<file path="src/rtl/cpu_pkg.sv">
// Shared definitions for the 8-bit accumulator CPU: widths, opcodes, FSM states
// and the accumulator ALU.
package cpu_pkg;

    localparam int DW    = 8;
    localparam int AW    = 5;
    localparam int DEPTH = 1 << AW;

    typedef enum logic [2:0] {
        OP_HLT = 3'b000,
        OP_SKZ = 3'b001,
        OP_ADD = 3'b010,
        OP_AND = 3'b011,
        OP_XOR = 3'b100,
        OP_LDA = 3'b101,
        OP_STO = 3'b110,
        OP_JMP = 3'b111
    } opcode_e;

    typedef enum logic [2:0] {
        IDLE  = 3'd0,
        LOAD  = 3'd1,
        FETCH = 3'd2,
        EXEC  = 3'd3,
        HALT  = 3'd4
    } state_e;

    // New accumulator value; opcodes that do not touch Acc return it unchanged.
    function automatic logic [DW-1:0] alu(input opcode_e op,
                                          input logic [DW-1:0] acc,
                                          input logic [DW-1:0] operand);
        case (op)
            OP_ADD:  return acc + operand;
            OP_AND:  return acc & operand;
            OP_XOR:  return acc ^ operand;
            OP_LDA:  return operand;
            default: return acc;
        endcase
    endfunction

endpackage

</file>
<file path="src/rtl/cpu_mem.sv">
// 32x8 unified program/data memory: combinational read, synchronous write.
// Contents are deliberately not cleared by reset.
module cpu_mem
    import cpu_pkg::*;
(
    input  logic          clk,
    input  logic          we,
    input  logic [AW-1:0] wr_addr,
    input  logic [DW-1:0] wr_data,
    input  logic [AW-1:0] rd_addr,
    output logic [DW-1:0] rd_data
);

    logic [DW-1:0] mem_reg [DEPTH];

    always_ff @(posedge clk) begin
        if (we) begin
            mem_reg[wr_addr] <= wr_data;
        end
    end

    assign rd_data = mem_reg[rd_addr];

endmodule

</file>
<file path="src/rtl/cpu.sv">
// Accumulator CPU top: serial program loader, two-cycle FETCH/EXEC sequencer,
// ALU and architectural registers around the shared memory.
module cpu
    import cpu_pkg::*;
(
    input  logic          clock,
    input  logic          reset,
    input  logic          Load,
    input  logic [DW-1:0] data_in,
    output logic [DW-1:0] Instruction,
    output logic [DW-1:0] Acc,
    output logic [DW-1:0] Mem,
    output logic [AW-1:0] Program_counter
);

    state_e        state_reg;
    logic [AW-1:0] pc_reg;
    logic [AW-1:0] lp_reg;
    logic [DW-1:0] acc_reg;
    logic [DW-1:0] ir_reg;

    opcode_e       op;
    logic [AW-1:0] operand_addr;
    logic [AW-1:0] rd_addr;
    logic [DW-1:0] rd_data;
    logic [AW-1:0] load_addr;
    logic          we;
    logic [AW-1:0] wr_addr;
    logic [DW-1:0] wr_data;

    assign op           = opcode_e'(ir_reg[7:5]);
    assign operand_addr = ir_reg[AW-1:0];

    // A fresh load burst always restarts at address 0.
    assign load_addr = (state_reg == LOAD) ? lp_reg : '0;

    always_comb begin
        rd_addr = lp_reg;
        case (state_reg)
            FETCH:      rd_addr = pc_reg;
            EXEC, HALT: rd_addr = operand_addr;
            default:    rd_addr = lp_reg;
        endcase
    end

    // Load takes priority over a STO in flight; reset suppresses any write.
    assign we      = !reset && (Load || (state_reg == EXEC && op == OP_STO));
    assign wr_addr = Load ? load_addr : operand_addr;
    assign wr_data = Load ? data_in : acc_reg;

    cpu_mem u_mem (
        .clk     (clock),
        .we      (we),
        .wr_addr (wr_addr),
        .wr_data (wr_data),
        .rd_addr (rd_addr),
        .rd_data (rd_data)
    );

    always_ff @(posedge clock) begin
        if (reset) begin
            state_reg <= IDLE;
            pc_reg    <= '0;
            lp_reg    <= '0;
            acc_reg   <= '0;
            ir_reg    <= '0;
        end else if (Load) begin
            state_reg <= LOAD;
            lp_reg    <= load_addr + AW'(1);
        end else begin
            case (state_reg)
                IDLE: state_reg <= IDLE;
                LOAD: begin
                    state_reg <= FETCH;
                    pc_reg    <= '0;
                    acc_reg   <= '0;
                    ir_reg    <= '0;
                end
                FETCH: begin
                    ir_reg    <= rd_data;
                    pc_reg    <= pc_reg + AW'(1);
                    state_reg <= EXEC;
                end
                EXEC: begin
                    state_reg <= (op == OP_HLT) ? HALT : FETCH;
                    acc_reg   <= alu(op, acc_reg, rd_data);
                    if (op == OP_SKZ && acc_reg == '0) begin
                        pc_reg <= pc_reg + AW'(1);
                    end else if (op == OP_JMP) begin
                        pc_reg <= operand_addr;
                    end
                end
                HALT:    state_reg <= HALT;
                default: state_reg <= IDLE;
            endcase
        end
    end

    assign Instruction     = ir_reg;
    assign Acc             = acc_reg;
    assign Mem             = rd_data;
    assign Program_counter = pc_reg;

endmodule

</file>
<file path="config.mk">
export PLATFORM = sky130hd
export DESIGN_NAME = cpu
export DESIGN_NICKNAME = d
export VERILOG_FILES = /design/src/rtl/cpu_pkg.sv /design/src/rtl/cpu_mem.sv /design/src/rtl/cpu.sv
export SDC_FILE = /design/constraint.sdc
export NUM_CORES = 1
export LEC_CHECK = 0
export BUFFER_PORTS_ARGS = -buffer_cell sky130_fd_sc_hd__buf_2
export CAP_MARGIN = 20
export CORE_UTILIZATION = 49
export CTS_CLUSTER_SIZE = 24
export DETAILED_ROUTE_END_ITERATION = 7
export GPL_TIMING_DRIVEN = 0
export HOLD_SLACK_MARGIN = 0.15
export PLACE_DENSITY_LB_ADDON = 0.1
export SLEW_MARGIN = 20
export SYNTH_ARGS = -nofsm -noshare
export SYNTH_HDL_FRONTEND = slang
export SYNTH_SLANG_ARGS = --single-unit
</file>
<file path="constraint.sdc">
create_clock -name clock -period 5.2 [get_ports clock]
set_input_delay 0.26 -clock clock [delete_from_list [all_inputs] [get_ports clock]]
set_output_delay 0.26 -clock clock [all_outputs]
set_load 0.1 [all_outputs]
</file>
==> results of run 1 <==
where the power goes:
part,total (mW),switching [mW],internal [mW]
clock,1.95,0.867,1.09
sequential,2.51,0.00509,2.50
combinational,0.429,0.316,0.113
final timing paths:
| path | slack [ns] | to |
|---|---|---|
| setup reg to reg | 0.26 | Acc[5] |
| hold / removal | 0.27 | u_mem.mem_reg[20][1] |
| setup / recovery | 0.26 | Acc[5] |
| hold reg to reg | 0.53 | Acc[1] |
kinds of logic after synthesis:
kind of cell | after synthesis
XOR/XNOR | 9
AO/OA/AOI/OAI | 202
AND/OR/NAND/NOR | 355
buffers and inverters | 70
adder cells (fa/ha/maj) | 11
multiplexers | 88
flip-flops | 285
final cells by class:
class | count | area, µm²
Buffer | 54 | 365
Clock buffer | 39 | 806
Clock inverter | 16 | 81.3
Fill cell | 2154 | 11500
Inverter | 16 | 60.1
Multi-Input combinational cell | 665 | 4270
Sequential cell | 285 | 8270
Tap cell | 335 | 419
Timing Repair Buffer | 38 | 213
routing by layer:
| layer | global-route usage | up-vias | part of all wire |
|---|---|---|---|
| li1 | - | 4057 | - |
| met1 | 0.388 | 4384 | 0.44 |
| met2 | 0.427 | 409 | 0.45 |
| met3 | 0.0545 | 57 | 0.085 |
| met4 | 0.0930 | 0 | 0.031 |
| met5 | 0 | - | 0 |
layout by cell type (no fill, tap or decap), types with 7 or more instances in the layout:
| cell | count |
|---|---|
| a211oi_1 | 8 |
| a21oi_1 | 46 |
| a22oi_1 | 10 |
| a32oi_1 | 8 |
| buf_2 | 54 |
| buf_4 | 10 |
| buf_6 | 8 |
| clkbuf_1 | 20 |
| clkbuf_16 | 31 |
| clkinv_2 | 7 |
| dfxtp_1 | 29 |
| edfxtp_1 | 256 |
| ha_1 | 10 |
| inv_1 | 16 |
| mux2_2 | 22 |
| mux2i_1 | 66 |
| nand2_1 | 146 |
| nand3_1 | 45 |
| nand4_1 | 12 |
| nor2_1 | 78 |
| nor2b_1 | 11 |
| nor3_1 | 23 |
| o21ai_0 | 25 |
| o21ai_1 | 7 |
| o22ai_1 | 14 |
worst reg2reg max path, cell delays in order (launching register included):
cell and delay [ns]:
dfxtp_1 0.44, inv_1 0.11, o311ai_1 0.91, nor2_1 0.34, buf_4 0.32, o2111ai_1 0.15
o2111a_1 0.25, a41o_1 0.28, nand4_1 0.32, inv_1 0.18, ha_1 0.26, a21o_1 0.19
a21oi_1 0.23, o21bai_1 0.09, a21oi_1 0.24, xnor2_1 0.15, o21ai_0 0.12, a221oi_2 0.27
what timing repair did:
item / in CTS / in global routing
endpoints found under the hold margin: 0 / 0
gates resized for setup: 0 / 5
endpoints found under the setup margin: 0 / 3
==> results by group, run 1 <==
Clocking
  – Post-CTS setup repair buffer count: 0
  – Root buffer cell: clkbuf_16
  – CTS tree: yes
  – Clock latency on the worst-skew pair: 0.56 ns
  – Clk sinks: 285
  – Max Root-Sink Buffers: 3
  – Hold_buf cts: 0
  – # H-tree levels: 1
  – Reg clk slew, reported paths: 0.06 ns
  – CTS buffer count: 31

Cells and area
  – Layout cells sized above 1: 0.151
  – Final non-filler cell total: 1448
  – Nets: 1113
  – Synth-to-layout area growth: 12.0%
  – Max reg flops: 256
  – Diodes inserted: 0
  – Finished Core Util: 0.557
  – Finished Cell Area: 14500 µm²

GRT
  – First-pass GRT wire length: 53.6 mm
  – Vias in the first global route: 8305
  – Initial antenna violation count: 0
  – Largest net degree at the start of global routing: 33
  – Total Routing Usage GR: 0.275
  – Gr ovfl total: 0

Routing
  – Routed length per instance: 25.3 µm
  – Final wirelength: 36.7 mm
  – DRT Pass-1 Iters: 7
  – Antenna-violating nets left: 0
  – Number of vias per cell: 6.15
  – DR iter-0 viols: 942
  – DRC: 0
  – Vias: 8907

Floorplan
  – Row count: 59
  – Floorplan Core Area: 26000 µm²
  – Die Area: 27100 µm²
  – Initial core utilization: 0.498
  – Die X-Extent: 164 µm
  – DIE HEIGHT: 164 µm
  – Top-Level Pins: 40

Yosys
  – Syn avg cell area: 12.7 µm²
  – Post-synthesis xor/xnor area fraction: 0.00609
  – Synth Area in Adders: 0.0112
  – Yosys top cell area share: 0.594
  – Mux share of post-synthesis cell area: 0.0702
  – Synth Area in Compound Gates: 0.114
  – Ys Warns: 0
  – Commonest cells in the netlist: edfxtp_1 (256), nand2_1 (146), nor2_1 (78)
  – Synth area leader: edfxtp_1
  – Simple-gate share of the synthesized area: 0.127
  – Count leader, synth: edfxtp_1
  – Main area contributors after synthesis: edfxtp_1 (59%), mux2i_1 (5.1%), dfxtp_1 (4.5%), nand2_1 (4.2%), nor2_1 (2.3%)
  – Main combinational cell family by area after synthesis: simple AND/OR/NAND/NOR gates
  – Post-synth cell types: 84
  – Asr flop ratio synth: 0
  – EDFF count, synth: 256
  – Syn Inst Count: 1020
  – Area of the mapped netlist: 12900 µm²
  – Syn Nets: 1042
  – Register area share after synthesis: 0.639
  – Synthesized flop and latch total: 285
  – Most used DFF post-synth: edfxtp_1

STA
  – Final hold vios: 0
  – Final setup vio count: 0
  – Worst hold margin: 0.273 ns
  – Setup ws final: 0.263 ns
  – Setup TNS: 0 ns
  – Post-layout minimum cycle time: 4.94 ns
  – Slew @ Worst Pin: 1.05 ns
  – Worst slew margin: 0.290
  – Clock Skews: 0.00868 ns
  – Fmax: 0.203 GHz
  – RSZ-0062 raised after global routing: false
  – Pins Over Slew Limit: 0
  – Fin crit share: 0.949

Worst setup path
  – Critical path endpoint category: flip-flop
  – Setup CP Type: reg -> reg
  – CP max-delay cell: o311ai_1
  – Critical path launch point type: flip-flop
  – Crit Reg-Reg Startpoint: lp_reg[0]
  – CP max FO: 10
  – Max incr delay on CP: 0.91 ns
  – Crit path max-delay family: compound AO/OA/AOI/OAI gates
  – CP Data Required Time: 5.67 ns
  – Path depth of the worst reg2reg path: 17
  – Cell depth of the worst setup path: 17
  – Worst Setup SP: lp_reg[0]
  – CP Cell Sequence: inv_1 -> o311ai_1 -> nor2_1 -> buf_4 -> o2111ai_1 -> o2111a_1 -> a41o_1 -> nand4_1 -> inv_1 -> ha_1 -> a21o_1 -> a21oi_1 -> o21bai_1 -> a21oi_1 -> xnor2_1 -> o21ai_0 -> a221oi_2
  – Crit path DAT: 5.41 ns
  – Buf/Inv on CP: 3

Worst hold path
  – WHS Path Cells: 3
  – Worst Hold Class: in -> reg
  – Worst Hold Launch: data_in[1]

Pwr
  – LEAKAGE: 4.94 nW
  – Peak supply drop: 0.000225 V
  – Power per Cell Area: 338 nW/µm²
  – Total power: 4.89 mW

Place
  – Pre-CTS setup slack: 0.215 ns
  – Placed inst area: 13600 µm²
  – DP Cell Count: 1393
  – HPWL after DPL: 24.9 mm
  – I/O Buffers: 37
  – Routability cong.: 0.926

Flow run
  – Max-cap violation count: 0

Run status
  – Outcome: finished clean
Power figures use the tool's default switching activity.
==> inputs of run 2 (changes only) <==
Settings changed: CORE_UTILIZATION 49 to 45.
==> run 2 against run 1 <==
Effect of this change: power rose by 11%; sequential cell count did not move; worst setup slack improved by 0.12 ns; final area rose by 2.4%; largest cell class unchanged; first-iteration DRC count fell by 2.4%; via count rose by 0.10%; final cell count rose by 3.2%.
==> results by group, run 2 (synthesis gave the netlist of run 1 again) <==
Cells and area
  – Most frequent cells in the layout: edfxtp_1 (256), nand2_1 (146), nor2_1 (78), mux2i_1 (66), buf_2 (52)
  – Commonest non-fill, non-tap cell in the layout: edfxtp_1
  – Fillers: 2407 (+12%)
  – Layout cells sized above 1: 0.158 (+0.00752)
  – Synth-to-layout area growth: 14.7%
  – Finished Core Util: 0.530 (-0.0278)
  – Max reg flops: 256 (unchanged)
  – Nets: 1116 (+0.27%)
  – Diodes inserted: 0 (unchanged)

Routing
  – DRT Pass-1 Iters: 5 (-2)
  – Final wirelength: 37.6 mm (+2.6%)
  – Number of vias per cell: 5.96 (-3.0%)
  – DR iter-0 viols: 919 (-2.4%)
  – Routed length per instance: 25.2 µm (-0.62%)
  – DRC: 0 (unchanged)
  – Antenna-violating nets left: 0 (unchanged)
  – Vias: 8916 (+0.10%)

Floorplan
  – Die X-Extent: 172 µm (+4.3%)
  – DIE HEIGHT: 172 µm (+4.3%)
  – Row count: 61 (+3.4%)
  – Die Area: 29400 µm² (+8.8%)
  – Initial core utilization: 0.462 (-0.0360)
  – Top-Level Pins: 40 (unchanged)
  – Floorplan Core Area: 28000 µm² (+7.8%)

Worst setup path
  – Critical path endpoint category: flip-flop
  – CP Cell Sequence: buf_4 -> nand2b_2 -> buf_4 -> o22ai_1 -> nor2_1 -> buf_2 -> nand2_1 -> nand2_1 -> a21oi_1 -> a211o_1 -> nand2_1 -> ha_1 -> inv_1 -> fa_1 -> nor2b_1 -> o21ai_0 -> nand2b_1 -> xor2_1 -> nor2_1 -> nor3_1 -> a21oi_1 -> a311oi_2
  – Crit path DAT: 5.24 ns (-0.17 ns)
  – CP Data Required Time: 5.63 ns (-0.04 ns)
  – Critical path launch point type: flip-flop
  – CP most frequent cell: nand2_1
  – Reg-to-Reg End: Acc[4]
  – Crit Reg-Reg Startpoint: state_reg[2]
  – Path depth of the worst reg2reg path: 22 (+5)
  – R2R setup slack: 0.38 ns (+0.12 ns)
  – CP max-delay cell: nor2_1
  – CP max FO: 10 (unchanged)
  – Max incr delay on CP: 0.50 ns (-0.41 ns)
  – Setup CP Type: reg -> reg

Clocking
  – Clk sinks: 285 (unchanged)
  – Reg clk slew, reported paths: 0.06 ns (about the same)
  – Clock latency on the worst-skew pair: 0.51 ns (-0.05 ns)
  – Max Root-Sink Buffers: 3 (unchanged)
  – CTS tree: yes
  – CTS buffer count: 34 (+9.7%)
  – Post-CTS setup repair buffer count: 0 (unchanged)
  – # H-tree levels: 2 (+1)
  – Root buffer cell: clkbuf_16

STA
  – Worst slew margin: 0.261 (-0.0298)
  – Fin crit share: 0.926 (-0.0233)
  – Post-layout minimum cycle time: 4.82 ns (-0.121 ns)
  – Fmax: 0.208 GHz (+2.5%)
  – Final setup vio count: 0 (unchanged)
  – Setup TNS: 0 ns (unchanged)
  – Final hold vios: 0 (unchanged)
  – Slew @ Worst Pin: 1.11 ns (+0.0572 ns)
  – Pins Over Slew Limit: 0 (unchanged)
  – Clock Skews: 0.0268 ns (+0.0181 ns)
  – RSZ-0062 raised after global routing: false

GRT
  – Gr ovfl total: 0 (unchanged)
  – Initial antenna violation count: 1 (+1)
  – Vias in the first global route: 8425 (+1.4%)
  – First-pass GRT wire length: 55.4 mm (+3.4%)
  – Largest net degree at the start of global routing: 33 (unchanged)
  – Total Routing Usage GR: 0.262 (-0.0129)

Pwr
  – Combinational Power Share: 0.079 (-0.009)
  – Power share of the clock group: 0.461 (+0.061)
  – Net Switching: 1.24 mW (+4.6%)
  – Sw frac: 0.228 (-0.0145)
  – LEAKAGE: 5.07 nW (+2.8%)
  – Peak supply drop: 0.000171 V (-24%)
  – Sequential power share: 0.461 (-0.052)
  – Power per Cell Area: 367 nW/µm² (+8.6%)
  – P_int: 4.20 mW (+13%)

Worst hold path
  – Worst Hold Class: in -> reg
  – Hold EP: u_mem.mem_reg[20][1]
  – WHS Path Cells: 3 (unchanged)
  – Worst Hold Launch: data_in[1]

Place
  – Routability cong.: 0.887 (-4.2%)
  – HPWL after DPL: 25.4 mm (+2.2%)
  – I/O Buffers: 37 (unchanged)

Run status
  – Outcome: finished clean

Flow run
  – Max-cap violation count: 0 (unchanged)
## run 2: cell types whose count changed in the layout (fill, tap and decap cells not counted)
cell	before	now
clkbuf_4	1	3
clkbuf_2	1	2
clkinvlp_4	2	1
bufinv_16	0	7
o311ai_1	3	2
buf_2	54	52
clkbuf_16	31	35
clkinv_2	7	2
clkinv_1	6	3
clkinv_4	0	2
o311ai_2	0	1
buf_1	2	1
## run 2: timing repair
action,in CTS,in global routing
endpoints found under the setup margin,0,3
resized for setup,0,9
hold buffers,0,0
## run 2: routing by layer
metal	share of wire	track usage	up-vias
li1	-	-	4063
met5	0	0	-
met2	0.47	0.429	391
met4	0.015	0.0660	0
met3	0.074	0.0361	47
met1	0.44	0.368	4415
## run 2: critical path: cells and delay by family, from the launching register on
family                     cells  cell delay, ns
and+or+nand+nor                9            1.54
AOI/OAI and AO/OA              6            1.17
buffers and inverters          4            0.87
adders and majority gates      2            0.66
DFF                            1            0.33
xor gates and xnor gates       1            0.16
## run 2: worst max path at each step
stage	to	startpoint	cells after the start
6_report	Acc[4]	state_reg[2]	22
4_1_cts	Acc[4]	state_reg[1]	22
3_3_place_gp	u_mem.mem_reg[0][1]	Load	4
5_1_grt	Acc[4]	state_reg[1]	23
2_1_floorplan	Acc[4]	Instruction[1]	22
3_5_place_dp	Acc[4]	state_reg[1]	22
## run 2: per-stage QoR
stage	hold slack (ns)	instance area (µm²)	setup slack, ns	instances	power [mW]
global route	0.357	14800	0.0405	1495	5.57
global placement	0.505	13600	0.0935	1435	2.97
floorplan	0.501	12900	0.228	1020	2.84
detailed placement	0.506	13600	0.187	1436	2.98
finish	0.323	14800	0.384	1495	5.44
CTS	0.299	14800	0.149	1495	5.47
## run 2: power groups by stage
stage                     registers [mW]  clock network (mW)  logic [mW]
after global routing                2.51                2.61       0.451
after global placement              2.56                   0       0.418
final                               2.51                2.51       0.428
after detailed placement            2.55                   0       0.422
after CTS                           2.51                2.54       0.424
after floorplan                     2.56                   0       0.280
## run 2: area by class of cell
type / count / area [µm²] / area share
Buffer: 54 / 372 / 0.0250
Clock buffer: 43 / 906 / 0.0611
Clock inverter: 16 / 265 / 0.0179
Inverter: 16 / 60.1 / 0.00405
Multi-Input combinational cell: 665 / 4280 / 0.288
Sequential cell: 285 / 8270 / 0.557
Tap cell: 378 / 473 / 0.0319
Timing Repair Buffer: 38 / 213 / 0.0143
==> inputs of run 3 (changes only) <==
Settings changed: MAX_ROUTING_LAYER from default to met4, RECOVER_POWER from default to 50.
==> run 3 against run 2 <==
Effect of this change: the run now ends with capacitance limit, slew limit left; core utilization down 0.22 points; register-to-register slack about the same; sequential power about the same; first-iteration DRC count is 4.4% higher; worst setup slack lost 0.0088 ns; critical path depth is the same; largest power group unchanged; critical path type unchanged; die area did not move; combinational power down 1%; clock skew grew 0.0017 ns; highest routed layer unchanged; via count about the same; final cell count unchanged.
==> results by group, run 3 (synthesis gave the netlist of run 1 again) <==
Floorplan
  – Row count: 61 (unchanged)
  – Die X-Extent: 172 µm (unchanged)
  – DIE HEIGHT: 172 µm (unchanged)
  – Floorplan Core Area: 28000 µm² (unchanged)
  – Initial core utilization: 0.462 (unchanged)
  – Die Area: 29400 µm² (unchanged)
  – Top-Level Pins: 40 (unchanged)

STA
  – Fin crit share: 0.928 (+0.00170)
  – Worst slew margin: -0.431 (-0.691)
  – Final hold vios: 0 (unchanged)
  – Clock Skews: 0.0285 ns (+0.00174 ns)
  – Setup TNS: 0 ns (unchanged)
  – RSZ-0062 raised after global routing: false
  – Fmax: 0.207 GHz (-0.18%)
  – Pins Over Slew Limit: 18 (+18)
  – Post-layout minimum cycle time: 4.82 ns (+0.00883 ns)
  – Final setup vio count: 0 (unchanged)
  – Slew @ Worst Pin: 2.12 ns (+1.02 ns)

Place
  – Routability cong.: 0.902 (+1.7%)
  – HPWL after DPL: 25.4 mm (unchanged)
  – I/O Buffers: 37 (unchanged)
  – DP Cell Count: 1436 (unchanged)

Clocking
  – Clock latency on the worst-skew pair: 0.52 ns (about the same)
  – Max Root-Sink Buffers: 3 (unchanged)
  – Root buffer cell: clkbuf_16
  – CTS tree: yes
  – Hold_buf cts: 0 (unchanged)
  – Reg clk slew, reported paths: 0.06 ns (about the same)
  – # H-tree levels: 2 (unchanged)
  – CTS buffer count: 34 (unchanged)
  – Post-CTS setup repair buffer count: 0 (unchanged)
  – Clk sinks: 285 (unchanged)
  – Number of gates resized after cts: 0 (unchanged)

Worst hold path
  – WHS Path Cells: 3 (unchanged)
  – Worst Hold Class: in -> reg
  – Worst Hold Launch: reset
  – Hold EP: Acc[1]

Cells and area
  – Seq. cell area: 8270 µm² (unchanged)
  – Diodes inserted: 0 (unchanged)
  – Nets: 1116 (unchanged)
  – Most frequent cells in the layout: edfxtp_1 (256), nand2_1 (146), nor2_1 (78), mux2i_1 (66), a21oi_1 (46)
  – Synth-to-layout area growth: 14.2%
  – Area of the multi-input gates: 4270 µm² (-0.26%)
  – Commonest non-fill, non-tap cell in the layout: edfxtp_1
  – Layout cells sized above 1: 0.131 (-0.0278)
  – Max reg flops: 256 (unchanged)
  – Final non-filler cell total: 1495 (unchanged)
  – Fillers: 2423 (+0.66%)

Worst setup path
  – Critical path launch point type: flip-flop
  – Critical path endpoint category: flip-flop
  – CP Cell Sequence: buf_6 -> clkbuf_1 -> nand2_1 -> o22a_2 -> nand2_2 -> buf_4 -> nand2_1 -> o21ai_1 -> a21oi_1 -> a211o_1 -> nand2_1 -> ha_1 -> inv_1 -> fa_1 -> nor2b_1 -> o21ai_0 -> nand2b_1 -> xor2_1 -> nor2_1 -> nor3_1 -> a21oi_1 -> a311oi_2
  – Crit Reg-Reg Startpoint: state_reg[0]
  – Setup CP Type: reg -> reg
  – Crit path DAT: 5.25 ns (about the same)
  – Path depth of the worst reg2reg path: 22 (unchanged)
  – R2R setup slack: 0.38 ns (about the same)
  – CP Data Required Time: 5.63 ns (about the same)
  – Reg-to-Reg End: Acc[4]
  – Max incr delay on CP: 0.45 ns (-0.05 ns)
  – CP max FO: 10 (unchanged)
  – CP max-delay cell: fa_1
  – CP most frequent cell: nand2_1

GRT
  – Largest net degree at the start of global routing: 33 (unchanged)
  – Total Routing Usage GR: 0.270 (+0.00782)
  – First-pass GRT wire length: 55.3 mm (-0.11%)
  – Gr ovfl total: 0 (unchanged)
  – Initial antenna violation count: 1 (unchanged)
  – Vias in the first global route: 8409 (-0.19%)

Pwr
  – Peak supply drop: 0.000172 V (+0.48%)
  – Power per Cell Area: 368 nW/µm² (+0.47%)
  – Total power: 5.44 mW (about the same)
  – LEAKAGE: 4.97 nW (-2.1%)

Routing
  – Antenna-violating nets left: 0 (unchanged)
  – Vias: 8913 (-0.034%)
  – DR iter-0 viols: 959 (+4.4%)
  – DRT Pass-1 Iters: 5 (unchanged)
  – DRC: 0 (unchanged)
  – Routed length per instance: 25.2 µm (+0.29%)
  – Number of vias per cell: 5.96 (about the same)
  – Final wirelength: 37.7 mm (+0.29%)

Run status
  – Failing checks: capacitance limit, slew limit
  – Outcome: finished with violations

Flow run
  – Max-cap violation count: 1 (+1)
-- run 3: cell types whose count changed in the layout (fill, tap and decap cells not counted), sizes merged --
cell,before,now
buf,75,52
clkbuf,60,83
-- run 3: worst max-delay path by stage --
stage              startpoint                   to  slack (ns)
2_1_floorplan  Instruction[1]               Acc[4]        0.23
5_1_grt          state_reg[0]               Acc[6]        0.03
4_1_cts          state_reg[1]               Acc[4]        0.15
3_3_place_gp             Load  u_mem.mem_reg[0][1]        0.09
3_5_place_dp     state_reg[1]               Acc[4]        0.19
6_report         state_reg[0]               Acc[4]        0.38
-- run 3: critical path, delay by kind of cell (launching register included) --
family / cells / cell delay (ns)
AO/OA/AOI/OAI: 7 / 1.46
XOR/XNOR: 1 / 0.16
adder cells (fa/ha/maj): 2 / 0.66
buffers and inverters: 4 / 0.86
flip-flops: 1 / 0.33
AND/OR/NAND/NOR: 8 / 1.26
-- run 3: per-layer routing --
layer	wire length [µm]	GRT usage
met5	0	-
met4	639	0.0652
met3	2700	0.0359
met2	17700	0.428
met1	16600	0.370
-- run 3: area by class of cell --
cell class              instances  area share
plain buffers                  54      0.0251
multi-input cells             665       0.289
clock inverters                16      0.0180
well taps                     378      0.0320
clock buffers                  43      0.0613
inverters                      16     0.00407
flip-flops and latches        285       0.560
repair buffers                 38      0.0110
-- run 3: where the power goes --
| part | switching [mW] | internal [mW] |
|---|---|---|
| sequential | 0.00554 | 2.50 |
| combinational | 0.314 | 0.110 |
| clock | 0.928 | 1.58 |
| total | 1.25 | 4.19 |
-- run 3: through the flow --
step	area [µm²]	setup slack (ns)	utilization	hold slack, ns
2_1_floorplan	12900	0.228	-	0.501
3_3_place_gp	13600	0.0935	0.485	0.505
3_5_place_dp	13600	0.187	0.487	0.506
4_1_cts	14800	0.149	0.529	0.299
5_1_grt	14800	0.0257	0.527	0.436
6_report	14800	0.375	0.527	0.425
